<file path="src/rtl/seg7_scan_ctrl.sv">
// Time-multiplexed scan controller for an N-digit common-anode 7-segment display.
// Optional build macro: LEADING_ZERO_BLANK_EN (suppresses anodes of leading zero digits).
module seg7_scan_ctrl #(
    parameter int N_DIG       = 4,
    parameter int REFRESH_CYC = 50000,
    parameter int BLANK_CYC   = 500
) (
    input  logic                     reloj,
    input  logic                     rst_n,
    input  logic                     en,
    input  logic [4*N_DIG-1:0]       digits_in,
    input  logic [N_DIG-1:0]         dp_in,
    output logic [3:0]               dec_bin_out,
    input  logic [6:0]               dec_seg_in,
    output logic [6:0]               seg_out,
    output logic                     dp_out,
    output logic [N_DIG-1:0]         an_out,
    output logic [$clog2(N_DIG)-1:0] digit_idx,
    output logic                     frame_tick
);

    localparam int IDX_W = $clog2(N_DIG);
    localparam int CNT_W = $clog2(REFRESH_CYC);

    localparam logic [CNT_W-1:0] BLANK_LAST = CNT_W'(BLANK_CYC - 1);
    localparam logic [CNT_W-1:0] SHOW_LAST  = CNT_W'(REFRESH_CYC - BLANK_CYC - 1);
    localparam logic [IDX_W-1:0] IDX_LAST   = IDX_W'(N_DIG - 1);

    typedef enum logic [1:0] {
        IDLE  = 2'd0,
        BLANK = 2'd1,
        SHOW  = 2'd2
    } state_t;

    state_t               state, state_nx;
    logic [CNT_W-1:0]     cnt, cnt_nx;
    logic [4*N_DIG-1:0]   shadow_code, shadow_code_nx;
    logic [N_DIG-1:0]     shadow_dp, shadow_dp_nx;
    logic [IDX_W-1:0]     idx_nx, idx_inc;
    logic [3:0]           dec_bin_nx;
    logic [6:0]           seg_nx;
    logic                 dp_nx;
    logic [N_DIG-1:0]     an_nx;
    logic                 tick_nx;
    logic                 show_en;
    logic [N_DIG-1:0]     show_mask;

`ifdef LEADING_ZERO_BLANK_EN
    // True when digit k (k > 0) and every digit above it hold code 0.
    function automatic logic lead_zero(input logic [4*N_DIG-1:0] codes,
                                       input logic [IDX_W-1:0]   k);
        logic z;
        z = (k != '0);
        for (int i = 0; i < N_DIG; i++) begin
            if (i >= int'(k) && codes[4*i +: 4] != 4'd0)
                z = 1'b0;
        end
        return z;
    endfunction

    assign show_en = ~lead_zero(shadow_code, digit_idx);
`else
    assign show_en = 1'b1;
`endif

    assign idx_inc = digit_idx + 1'b1;

    // Anode pattern for the digit being shown: one bit low, or none when suppressed.
    always_comb begin
        show_mask = '1;
        for (int i = 0; i < N_DIG; i++) begin
            if (show_en && int'(digit_idx) == i)
                show_mask[i] = 1'b0;
        end
    end

    always_comb begin
        state_nx       = state;
        cnt_nx         = cnt;
        idx_nx         = digit_idx;
        shadow_code_nx = shadow_code;
        shadow_dp_nx   = shadow_dp;
        dec_bin_nx     = dec_bin_out;
        seg_nx         = 7'h7F;
        dp_nx          = 1'b1;
        an_nx          = '1;
        tick_nx        = 1'b0;

        if (!en) begin
            // Dropping enable wins over everything, including a frame wrap.
            state_nx   = IDLE;
            cnt_nx     = '0;
            idx_nx     = '0;
            dec_bin_nx = 4'd0;
        end else begin
            case (state)
                IDLE: begin
                    state_nx       = BLANK;
                    cnt_nx         = '0;
                    idx_nx         = '0;
                    shadow_code_nx = digits_in;
                    shadow_dp_nx   = dp_in;
                    dec_bin_nx     = digits_in[3:0];
                    tick_nx        = 1'b1;
                end
                BLANK: begin
                    if (cnt == BLANK_LAST) begin
                        state_nx = SHOW;
                        cnt_nx   = '0;
                        seg_nx   = dec_seg_in;
                        dp_nx    = ~shadow_dp[digit_idx];
                        an_nx    = show_mask;
                    end else begin
                        cnt_nx = cnt + 1'b1;
                    end
                end
                SHOW: begin
                    if (cnt == SHOW_LAST) begin
                        state_nx = BLANK;
                        cnt_nx   = '0;
                        if (digit_idx == IDX_LAST) begin
                            // Frame boundary: the only point where new input values are taken.
                            idx_nx         = '0;
                            shadow_code_nx = digits_in;
                            shadow_dp_nx   = dp_in;
                            dec_bin_nx     = digits_in[3:0];
                            tick_nx        = 1'b1;
                        end else begin
                            idx_nx     = idx_inc;
                            dec_bin_nx = shadow_code[{idx_inc, 2'b00} +: 4];
                        end
                    end else begin
                        cnt_nx = cnt + 1'b1;
                        seg_nx = dec_seg_in;
                        dp_nx  = ~shadow_dp[digit_idx];
                        an_nx  = show_mask;
                    end
                end
                default: begin
                    state_nx = IDLE;
                    cnt_nx   = '0;
                    idx_nx   = '0;
                end
            endcase
        end
    end

    always_ff @(posedge reloj or negedge rst_n) begin
        if (!rst_n) begin
            state       <= IDLE;
            cnt         <= '0;
            digit_idx   <= '0;
            shadow_code <= '0;
            shadow_dp   <= '0;
            dec_bin_out <= 4'd0;
            seg_out     <= 7'h7F;
            dp_out      <= 1'b1;
            an_out      <= '1;
            frame_tick  <= 1'b0;
        end else begin
            state       <= state_nx;
            cnt         <= cnt_nx;
            digit_idx   <= idx_nx;
            shadow_code <= shadow_code_nx;
            shadow_dp   <= shadow_dp_nx;
            dec_bin_out <= dec_bin_nx;
            seg_out     <= seg_nx;
            dp_out      <= dp_nx;
            an_out      <= an_nx;
            frame_tick  <= tick_nx;
        end
    end

endmodule

</file>
<file path="config.mk">
export PLATFORM = sky130hd
export DESIGN_NAME = seg7_scan_ctrl
export DESIGN_NICKNAME = d
export VERILOG_FILES = /design/src/rtl/seg7_scan_ctrl.sv
export SDC_FILE = /design/constraint.sdc
export NUM_CORES = 1
export LEC_CHECK = 0
export ABC_AREA = 1
export CORE_ASPECT_RATIO = 0.5
export CORE_MARGIN = 3
export CORE_UTILIZATION = 30
export CTS_CLUSTER_SIZE = 40
export DETAILED_ROUTE_END_ITERATION = 12
export GPL_ROUTABILITY_DRIVEN = 0
export PLACE_DENSITY = 0.49
export SLEW_MARGIN = 20
export SYNTH_ARGS = -nofsm -noshare
export SYNTH_HDL_FRONTEND = slang
export SYNTH_SLANG_ARGS = --single-unit
</file>
<file path="constraint.sdc">
create_clock -name reloj -period 2.45 [get_ports reloj]
set_clock_uncertainty 0.05 [all_clocks]
set_input_delay 0.6125 -clock reloj [delete_from_list [all_inputs] [get_ports reloj]]
set_output_delay 0.6125 -clock reloj [all_outputs]
set_load 0.02 [all_outputs]
</file>
==> flow_summary.ini <==
[run_status]
status = complete, no violations

[route]
vias_per_cell = 4.45
vias = 2623
first_pass_iters = 4
drt_wl_total_um = 7610
antenna_left = 0
wl_per_cell_um = 12.9
drc = 0
drtIter0Drc = 159

[worst_setup_path]
r2r-start = state[0]$_DFFE_PN0P_
cpLargestDelayFamily = buffers and inverters
rr_worst_depth = 8
critPathMaxStageDelay_ns = 0.66
rrSetupSlack_ns = 0.49
r2r-end = shadow_code[0]$_DFFE_PN0P_
crit_fanout = 7
cp_data_required_time_ns = 1.79
startpoint_type = flop
critical_path_class = reg -> out
end_kind = output port
slowest_stage = clkdlybuf4s50_1
arrival_ns = 1.47
critPathBufInv = 1
path_cells = clkdlybuf4s50_1

[synthesis]
ys_ff_latch = 57
ys_types = 24
yosys_most_used_dff = dfrtp_1
avgSynthCellArea_um2 = 7.79
seq_area_frac_synth = 0.472
synth.cell_area_um2 = 3050
synth_cells = 392
netlist_top_cells_area = dfrtp_1 37%, nand2_1 14%, dfstp_2 10%, nand3_1 7.4%, nor2_1 5.8%
async_flop_share = 1.00
yosysWarnings = 0
syn_nets = 430
synth_edf_count = 0
synth_top_area_cell = dfrtp_1
yosysTopAreaCellShare = 0.369

[place]
port_buffers = 48
pre_cts_slack_ns = 0.275
placed_cells = 573
dp_hpwl_um = 5490

[cells_and_area]
drive_gt1_frac = 0.132
final_cells = 589
final_cell_mix = 117 x nand2_1, 47 x nor2_1, 47 x clkdlybuf4s50_1
post-route-util = 0.415
area_delta_synth_final_pct = 31.3
nNetsFinal = 487
final_common_cell = nand2_1
diodes = 0

[power]
powerDensity_nw_per_um2 = 1030
p_leak_nw = 1.83
vdd_drop_max_v = 0.000312

[sta]
setup_slack_ns = 0.321
whs_ns = 0.203
relSlewSlack = 0.661
period_minus_slack_ns = 2.13
slew_viol_final = 0
min_period_over_period = 0.869
rsz0062_at_grt = false
setup_violations = 0
setup-tns-final_ns = 0
worstMarginPinSlew_ns = 0.509
fmax_mhz = 470
hold_viol = 0

[global_routing]
grt_pass1_wl_um = 12800
grt_max_degree = 39
antenna_found_initial = 0
grt_usage = 0.141
grt_overflow = 0
grt_pass1_vias = 2534

[floorplan]
die_w_um = 149
io_pins = 49
coreArea_um2 = 9670
die_y_um = 77.3
die_area_um2 = 11500
rows = 25
initial_utilization = 0.316

[clock_tree]
clk_latency_ns = 0.33
cts_buffers = 9
cts_root_buf = clkbuf_16
postCtsSetupRepairBufs = 0
cts_hold_buffers = 0
cts_max_level = 3
max-clock-path-buffers = 2
clock_sinks = 57
postCtsResizedCells = 0
cts_tree = yes
clk_pin_slew_ns = 0.05

[hold_path]
hp-class = in -> async

[job]
maxCapViolations = 0
-- cell type report --
class,count,area (µm²)
fillers,1030,5650
flip-flops and latches,57,1440
multi-input cells,281,1360
repair buffers,59,571
clock buffers,12,267
well taps,135,169
inverters,41,154
clock inverters,4,50.0
-- cells in the mapped netlist (3+ instances only) --
cell type,number
a21oi_1,9
buf_2,4
buf_6,6
clkbuf_1,3
dfrtp_1,45
dfstp_2,12
ha_1,8
inv_1,37
inv_2,3
nand2_1,117
nand2_2,4
nand3_1,45
nand4_1,16
nor2_1,47
nor2_2,6
nor3_1,4
o21ai_0,10
o21ai_2,3
xor2_1,6
-- stage by stage --
stage | instance area [µm²] | power, W
3_3_place_gp | 3690 | 0.00287
3_5_place_dp | 3690 | 0.00287
4_1_cts | 4010 | 0.00420
6_report | 4010 | 0.00414
2_1_floorplan | 3050 | 0.00236
5_1_grt | 4010 | 0.00443
-- state kept, by name, summed over array words and instances (netlist names) --
| signal | count |
|---|---|
| frame_tick | 1 |
| an_out | 4 |
| dec_bin_out | 4 |
| digit_idx | 2 |
| shadow_dp | 4 |
| seg_out | 7 |
| state | 2 |
| shadow_code | 16 |
| cnt | 16 |
| dp_out | 1 |
-- worst max path at each step --
stage / startpoint / to / slack, ns / cells past startpoint
final: digit_idx[1]$_DFFE_PN0P_ / digit_idx[1] / 0.32 / 1
after global routing: digit_idx[1]$_DFFE_PN0P_ / digit_idx[1] / 0.27 / 1
after CTS: digit_idx[1]$_DFFE_PN0P_ / digit_idx[1] / 0.29 / 1
after detailed placement: en / shadow_code[1]$_DFFE_PN0P_ / 0.28 / 6
after global placement: en / shadow_code[2]$_DFFE_PN0P_ / 0.33 / 6
after floorplan: digit_idx[0]$_DFFE_PN0P_ / dec_bin_out[0]$_DFFE_PN0P_ / 0.64 / 10
-- kinds of logic after synthesis --
| group | share of synthesized area |
|---|---|
| AO/OA/AOI/OAI | 0.0397 |
| XOR/XNOR | 0.0229 |
| adder cells (fa/ha/maj) | 0.0328 |
| buffers and inverters | 0.0827 |
| flip-flops | 0.472 |
| AND/OR/NAND/NOR | 0.350 |
-- report_power, final --
part	switching (W)	total (W)	internal [W]
combinational	0.000833	0.00140	0.000567
clock	0.000443	0.00131	0.000867
sequential	0.000154	0.00143	0.00128
total	0.00143	0.00414	0.00271
-- layer usage --
layer | wire, µm | GRT usage | share of wire | vias up
li1 | - | - | - | 1364
met1 | 3800 | 0.196 | 0.50 | 1213
met2 | 3420 | 0.209 | 0.45 | 36
met3 | 268 | 0.0403 | 0.035 | 10
met4 | 123 | 0.0525 | 0.016 | 0
met5 | 0 | 0 | 0 | -
Power figures use the tool's default switching activity.
